[src/rtl/seq_mul_pkg.sv]
// Shared types and constants for the sequential multiplier.
// Booth pair encodings are used only when SEQ_MUL_SIGNED_EN is defined.
package seq_mul_pkg;

    typedef enum logic [1:0] {
        IDLE = 2'd0,
        CALC = 2'd1,
        DONE = 2'd2
    } state_t;

    localparam int SEQ_MUL_N = 8;

    // Booth pair {Q[0], q_1}
    localparam logic [1:0] BOOTH_NOP_LO = 2'b00;
    localparam logic [1:0] BOOTH_ADD    = 2'b01;
    localparam logic [1:0] BOOTH_SUB    = 2'b10;
    localparam logic [1:0] BOOTH_NOP_HI = 2'b11;

endpackage

[src/rtl/seq_mul_step.sv]
// One combinational multiply iteration: add/sub into ACC, then shift {ACC, Q, q_1}.
// SEQ_MUL_SIGNED_EN selects radix-2 Booth (signed); otherwise unsigned shift-add.
module seq_mul_step
    import seq_mul_pkg::*;
#(
    parameter int N = SEQ_MUL_N
) (
    input  logic [N:0]   acc,
    input  logic [N-1:0] q,
    input  logic         q_1,
    input  logic [N-1:0] m,
    output logic [N:0]   acc_next,
    output logic [N-1:0] q_next,
    output logic         q_1_next
);

    logic [N:0] sum;

`ifdef SEQ_MUL_SIGNED_EN
    logic [N:0] m_ext;

    always_comb begin
        m_ext = {m[N-1], m};
        case ({q[0], q_1})
            BOOTH_ADD: sum = acc + m_ext;
            BOOTH_SUB: sum = acc - m_ext;
            default:   sum = acc;
        endcase
        // Arithmetic shift of {sum, q, q_1}: replicate sum[N], q[0] drops into q_1
        {acc_next, q_next, q_1_next} = {sum[N], sum, q};
    end
`else
    always_comb begin
        sum = q[0] ? ({1'b0, acc[N-1:0]} + {1'b0, m}) : acc;
        {acc_next, q_next} = {1'b0, sum, q[N-1:1]};
        q_1_next = q_1 & 1'b0;
    end
`endif

endmodule

[src/rtl/seq_multiplier.sv]
// Multi-cycle NxN multiplier with start/ready/done handshake; N iterations per product.
// Build option SEQ_MUL_SIGNED_EN (applied inside seq_mul_step) selects signed Booth.
module seq_multiplier
    import seq_mul_pkg::*;
#(
    parameter int N = SEQ_MUL_N
) (
    input  logic           clk,
    input  logic           rst,
    input  logic           start,
    input  logic [N-1:0]   a,
    input  logic [N-1:0]   b,
    output logic           ready,
    output logic           done,
    output logic [2*N-1:0] product
);

    localparam int CW = $clog2(N + 1);

    state_t         state, state_next;
    logic [N-1:0]   m_reg, q_reg;
    logic [N:0]     acc_reg;
    logic           q_1_reg;
    logic [CW-1:0]  cnt;

    logic [N:0]     acc_step;
    logic [N-1:0]   q_step;
    logic           q_1_step;

    seq_mul_step #(.N(N)) step (
        .acc      (acc_reg),
        .q        (q_reg),
        .q_1      (q_1_reg),
        .m        (m_reg),
        .acc_next (acc_step),
        .q_next   (q_step),
        .q_1_next (q_1_step)
    );

    always_ff @(posedge clk) begin
        if (rst) state <= IDLE;
        else     state <= state_next;
    end

    always_comb begin
        state_next = state;
        case (state)
            IDLE:    if (start) state_next = CALC;
            // cnt==1 here means this edge performs the final iteration
            CALC:    if (cnt == CW'(1)) state_next = DONE;
            DONE:    state_next = IDLE;
            default: state_next = IDLE;
        endcase
    end

    always_ff @(posedge clk) begin
        if (rst) begin
            m_reg   <= '0;
            q_reg   <= '0;
            acc_reg <= '0;
            q_1_reg <= 1'b0;
            cnt     <= '0;
        end else if (state == IDLE && start) begin
            m_reg   <= a;
            q_reg   <= b;
            acc_reg <= '0;
            q_1_reg <= 1'b0;
            cnt     <= CW'(N);
        end else if (state == CALC) begin
            acc_reg <= acc_step;
            q_reg   <= q_step;
            q_1_reg <= q_1_step;
            cnt     <= cnt - CW'(1);
        end
    end

    assign ready   = (state == IDLE);
    assign done    = (state == DONE);
    assign product = {acc_reg[N-1:0], q_reg};

endmodule

[config.mk]
export PLATFORM = sky130hd
export DESIGN_NAME = seq_multiplier
export DESIGN_NICKNAME = d
export VERILOG_FILES = /design/src/rtl/seq_mul_pkg.sv /design/src/rtl/seq_mul_step.sv /design/src/rtl/seq_multiplier.sv
export SDC_FILE = /design/constraint.sdc
export NUM_CORES = 1
export LEC_CHECK = 0
export ABC_CLOCK_PERIOD_IN_PS = 3410
export CORE_MARGIN = 4
export CORE_UTILIZATION = 50
export DETAILED_ROUTE_END_ITERATION = 7
export GPL_ROUTABILITY_DRIVEN = 0
export MAX_ROUTING_LAYER = met4
export PLACE_DENSITY_LB_ADDON = 0.3
export SLEW_MARGIN = 10
export SYNTH_ARGS = -nofsm -noshare
export SYNTH_HDL_FRONTEND = slang
export SYNTH_SLANG_ARGS = --single-unit
[constraint.sdc]
create_clock -name clk -period 3.41 [get_ports clk]
set_input_delay 1.023 -clock clk [delete_from_list [all_inputs] [get_ports clk]]
set_output_delay 1.023 -clock clk [all_outputs]
set_load 0.01 [all_outputs]
==> results of run 1 <==
-- worst paths after layout --
path / startpoint / endpoint / slack, ns
worst max-delay path: state[1]$_SDFFE_PP0P_ / done / 0.98
worst min-delay path: m_reg[4]$_SDFFE_PP0P_ / m_reg[4]$_SDFFE_PP0P_ / 0.47
worst max register to register: acc_reg[0]$_SDFFE_PP0P_ / acc_reg[7]$_SDFFE_PP0P_ / 1.29
worst min register to register: m_reg[4]$_SDFFE_PP0P_ / m_reg[4]$_SDFFE_PP0P_ / 0.47
-- layer usage --
metal	up-vias	wire, um	global-route usage
li1	716	-	-
met3	12	162	0.04796
met2	45	1751	0.3233
met5	-	0	-
met4	0	101	0.1132
met1	656	1665	0.2172
-- where the power goes --
part	internal (mW)	total, mW	switching [mW]	leakage (nW)
Combinational	0.0817	0.167	0.0850	0.466
Clock	0.0990	0.232	0.133	0.0343
Sequential	0.373	0.392	0.0186	0.246
-- synthesized netlist by cell type (all sizes together) (4+ instances only) --
master,n
ha,10
a211oi,5
nor2,14
nand2,29
a21oi,23
xnor2,5
nor3,6
clkbuf,4
a22oi,7
inv,6
buf,6
dfxtp,30
-- layout make-up --
cell class / instances / area, um^2
Clock buffer: 6 / 51.30
Clock inverter: 2 / 12.51
Fill cell: 234 / 883.3
Inverter: 6 / 22.52
Multi-Input combinational cell: 137 / 860.8
Sequential cell: 30 / 600.6
Tap cell: 31 / 38.79
Timing Repair Buffer: 39 / 382.9
-- cell families after synthesis --
| family | Yosys count |
|---|---|
| adder cells (fa/ha/maj) | 11 |
| AND/OR/NAND/NOR | 64 |
| buffers and inverters | 16 |
| XOR/XNOR | 7 |
| flip-flops | 30 |
| multiplexers | 4 |
| AO/OA/AOI/OAI | 51 |
-- tightest hold or removal path, stage by stage (launching register included) --
cell     delay (ns)
dfxtp_1        0.33
nand2_1        0.05
a21oi_1        0.05
-- per-stage QoR --
stage,instances,worst slack (ns)
floorplan,183,1.527
CTS,251,0.9606
detailed placement,243,0.8493
global placement,243,0.9173
global route,251,0.9171
finish,251,0.9816
==> impl_metrics.py, run 1 <==
metrics = {
    "setup_path": {
        "endpoint_kind": "output pin",
        "crit_family": "buffers and inverters",
        "arrival_ns": 1.41,
        "worstPathRequired_ns": 2.39,
        "critical_path.max_fanout": 4,
        "critical-path-slowest-cell": "clkdlybuf4s50_1",
        "path_buf_inv": 1,
        "start_kind": "flop",
        "path_cells": "nor2b_1 -> clkdlybuf4s50_1",
        "critPathKind": "flop to output pin",
        "r2r_cells": 8,
        "slowest_delay_ns": 0.55,
        "path_depth": 2,
    },
    "logic_synthesis": {
        "synth_top_area_frac": 0.3902,
        "async_flop_share": 0,
        "ys.warnings.count": 0,
        "synth_cell_types": 38,
        "synth_adder_area_share": 0.09431,
        "syn_avg_cell_area_um2": 8.410,
        "synth_xor_area_frac": 0.03984,
        "synth_area_leader_cell": "dfxtp_1",
        "syn_area_um2": 1539,
        "synth_edf_count": 0,
        "synth.area.mux_share": 0.02683,
        "synth_top_family_by_area": "compound AO/OA/AOI/OAI gates",
        "synth_compound_area_frac": 0.2065,
        "yosys_register_bits": 30,
        "yosysSeqAreaShare": 0.3902,
        "synth-simple-area-share": 0.1919,
        "yosys-top-cells-area": "dfxtp_1, ha_1, a21oi_1, nand2_1, a22oi_1",
        "syn_nets": 213,
        "synth_cells": 183,
        "ys.flop_type": "dfxtp_1",
    },
    "clock_network": {
        "clkTransAtPathRegs_ns": 0.10,
        "ctsHoldBuffers": 0,
        "ctsResizeCount": 0,
        "cts_setup_buffers": 0,
        "cts_buffers": 5,
        "clk_latency_ns": 0.33,
        "clkSinkCount": 30,
        "cts-root-buf": "clkbuf_4",
        "cts_tree": "done",
        "cts_buffer_depth": 2,
        "htreeDepth": 2,
    },
    "global_routing": {
        "grt_overflow": 0,
        "grt_usage": 0.1972,
        "grt_pass1_vias": 1467,
        "antenna_found_initial": 0,
        "grt_max_degree": 23,
        "grt_pass1_wl_mm": 6.168,
    },
    "sta": {
        "setup_tns_ns": 0,
        "fin_skew_ns": 0.007329,
        "whs_ns": 0.4677,
        "fin_crit_sh": 0.7121,
        "post-route-min-period_ns": 2.428,
        "tightestPinTransition_ns": 0.5709,
        "max_slew_margin": 0.6194,
        "max_freq_mhz": 411.8,
        "hold_viol": 0,
        "drv_slew": 0,
        "setup-violations-final": 0,
        "rsz0062_at_grt": "no",
    },
    "floorplanning": {
        "fp.dieH_um": 63.48,
        "rows": 19,
        "core_area_um2": 2853,
        "die_w_um": 63.48,
        "pin_count": 37,
        "dieArea_um2": 4030,
        "initial_core_util": 0.5395,
    },
    "pwr": {
        "finalPower_mw": 0.7901,
        "p_per_area_nw_per_um2": 401.2,
        "peakVddDrop_mv": 0.3593,
        "leakage_nw": 0.7463,
    },
    "final_layout": {
        "finalInstanceArea_um2": 1969,
        "layout.nets": 249,
        "drive_gt1_frac": 0.06818,
        "utilization": 0.6904,
        "syn_to_final_growth_pct": 27.97,
        "mostFrequentLayoutCell": "clkdlybuf4s50_1",
        "n_antenna_cell": 0,
        "final_cell_mix": "clkdlybuf4s50_1, dfxtp_1, nand2_1, a21oi_1, nor2_1",
    },
    "placement": {
        "io_buffers": 36,
        "dp_hpwl_mm": 2.684,
        "postPlaceCellArea_um2": 1906,
    },
    "flow_run": {
        "maxCapViolations": 0,
    },
    "detailed_routing": {
        "drt_iter0_drc": 116,
        "drtAntennaViolNets": 0,
        "drc": 0,
        "drt_pass1_iterations": 4,
        "num_vias": 1429,
        "wl_per_cell_um": 14.66,
        "wirelength_mm": 3.680,
        "vias_per_cell": 5.693,
    },
    "status": {
        "status": "finished, final reports clean",
    },
    "worst_hold_path": {
        "whs_path_depth": 2,
        "min_path_type": "flop to flop",
    },
}
Note: power is estimated with default switching activity, not from simulation.
==> run 2, diff against run 1 <==
--- a/config.mk
+++ b/config.mk
@@ -5,9 +5,9 @@
 export SDC_FILE = /design/constraint.sdc
 export NUM_CORES = 1
 export LEC_CHECK = 0
-export ABC_CLOCK_PERIOD_IN_PS = 3410
+export ABC_CLOCK_PERIOD_IN_PS = 2400
 export CORE_MARGIN = 4
-export CORE_UTILIZATION = 50
+export CORE_UTILIZATION = 49
 export DETAILED_ROUTE_END_ITERATION = 7
 export GPL_ROUTABILITY_DRIVEN = 0
 export MAX_ROUTING_LAYER = met4
==> constraint.sdc (replaced) <==
create_clock -name clk -period 2.4 [get_ports clk]
set_input_delay 0.72 -clock clk [delete_from_list [all_inputs] [get_ports clk]]
set_output_delay 0.72 -clock clk [all_outputs]
set_load 0.01 [all_outputs]
==> run 2 against run 1 <==
Critical path depth unchanged. Global-route usage up 0.68 points. Sequential power rose by 42%. Final area is 1.2% higher. Critical endpoint unchanged. Largest cell class unchanged. Largest power group unchanged.
==> impl_metrics.py, run 2 (synthesis results as in run 1) <==
metrics = {
    "status": {
        "status": "finished, final reports clean",
    },
    "detailed_routing": {
        "wirelength_mm": 3.618,
        "drt_pass1_iterations": 4,
        "topRoutingLayerUsed": "met4",
        "wl_per_cell_um": 13.65,
        "num_vias": 1407,
        "drt_iter0_drc": 98,
        "route.met2.wl_mm": 1.676,
        "route.met3.wl_um": 163,
        "drc": 0,
        "drtAntennaViolNets": 0,
        "vias_per_cell": 5.309,
        "met1_length_mm": 1.700,
    },
    "clock_network": {
        "ctsResizeCount": 0,
        "clkTransAtPathRegs_ns": 0.09,
        "cts_tree": "done",
        "cts_buffers": 5,
        "cts-root-buf": "clkbuf_4",
        "clkSinkCount": 30,
        "htreeDepth": 2,
        "cts_setup_buffers": 0,
        "clk_latency_ns": 0.34,
        "cts_buffer_depth": 2,
        "ctsHoldBuffers": 0,
    },
    "placement": {
        "io_buffers": 36,
        "dp_hpwl_mm": 2.672,
        "dpl_worst_slack_ns": 0.3973,
        "postPlaceCellArea_um2": 1929,
    },
    "global_routing": {
        "antenna_found_initial": 0,
        "grt_pass1_wl_mm": 6.292,
        "grt_pass1_vias": 1425,
        "grt_max_degree": 22,
        "grt_overflow": 0,
        "grt_usage": 0.2039,
    },
    "setup_path": {
        "r2r_cells": 8,
        "r2r-end": "acc_reg[7]$_SDFFE_PP0P_",
        "arrival_ns": 1.42,
        "regToRegStartpoint": "acc_reg[0]$_SDFFE_PP0P_",
        "critical_path.max_fanout": 4,
        "start_kind": "flop",
        "worstPathRequired_ns": 1.68,
        "critPathKind": "flop to output pin",
        "r2r_slack_ns": 0.41,
        "endpoint_kind": "output pin",
    },
    "sta": {
        "setup-violations-final": 0,
        "fin_crit_sh": 0.8922,
        "whs_ns": 0.4667,
        "max_freq_mhz": 467.0,
        "setup_tns_ns": 0,
        "fin_skew_ns": 0.009023,
        "hold_viol": 0,
        "rsz0062_at_grt": "no",
        "drv_slew": 0,
        "tightestPinTransition_ns": 0.5665,
        "max_slew_margin": 0.6223,
        "post-route-min-period_ns": 2.141,
        "setup_slack_ns": 0.2587,
    },
    "worst_hold_path": {
        "hold_end": "m_reg[6]$_SDFFE_PP0P_",
        "hp-start": "m_reg[6]$_SDFFE_PP0P_",
        "whs_path_depth": 2,
        "min_path_type": "flop to flop",
    },
    "floorplanning": {
        "pin_count": 37,
        "fp.dieH_um": 64.04,
        "initial_core_util": 0.5083,
        "die_w_um": 64.04,
        "rows": 20,
        "core_area_um2": 3028,
        "dieArea_um2": 4101,
    },
    "final_layout": {
        "final_cell_mix": "clkdlybuf4s50_1, dfxtp_1, nand2_1, a21oi_1, nor2_1",
        "multi_input_area_um2": 860.8,
        "finalInstanceArea_um2": 1993,
        "drive_gt1_frac": 0.07240,
        "layout.nets": 250,
        "n_antenna_cell": 0,
        "register_area_um2": 600.6,
        "mostFrequentLayoutCell": "clkdlybuf4s50_1",
        "nFillCells": 271,
        "syn_to_final_growth_pct": 29.51,
        "utilization": 0.6583,
    },
    "pwr": {
        "peakVddDrop_mv": 0.2944,
        "p_per_area_nw_per_um2": 559.6,
        "leakage_nw": 0.7509,
    },
    "flow_run": {
        "maxCapViolations": 0,
    },
}
run 2: changes by cell type in the layout (fill, tap and decap cells not counted):
cell   change
buf_4      +1
run 2: power breakdown:
part	leakage [nW]	internal [mW]	switching, mW
sequential	0.246	0.530	0.0281
combinational	0.471	0.118	0.117
clock	0.0343	0.141	0.182
run 2: routing by layer:
metal | vias up | track usage
met2 | 39 | 0.3187
met4 | 0 | 0.09973
met3 | 10 | 0.04569
met5 | - | -
met1 | 640 | 0.2473
li1 | 718 | -
run 2: through the flow:
step | cells | power, mW
4_1_cts | 265 | 1.119
6_report | 265 | 1.115
5_1_grt | 265 | 1.183
3_3_place_gp | 257 | 0.7950
3_5_place_dp | 257 | 0.8025
2_1_floorplan | 183 | 0.7096
run 2: how the worst max path moves through the flow:
stage                               to  cells past startpoint               startpoint  slack [ns]
2_1_floorplan  acc_reg[7]$_SDFFE_PP0P_                      8  acc_reg[0]$_SDFFE_PP0P_        0.52
3_3_place_gp   acc_reg[6]$_SDFFE_PP0P_                      4                    start        0.44
3_5_place_dp   acc_reg[6]$_SDFFE_PP0P_                      4                    start        0.40
4_1_cts                           done                      2    state[1]$_SDFFE_PP0P_        0.24
5_1_grt                           done                      2    state[1]$_SDFFE_PP0P_        0.18
6_report                          done                      2    state[1]$_SDFFE_PP0P_        0.26
run 2: layout make-up:
cell class                 count  share of cell area
inverter                       6             0.01130
sequential                    30              0.3013
clock buffer                   6             0.02574
multi-input combinational    137              0.4319
clock inverter                 2            0.006277
timing repair buffer          40              0.1959
tap                           44             0.02762
run 2: worst max-delay path, cell delays in order, from the launching register on:
cell             delay [ns]
dfxtp_1                0.38
nor2b_1                0.15
clkdlybuf4s50_1        0.56
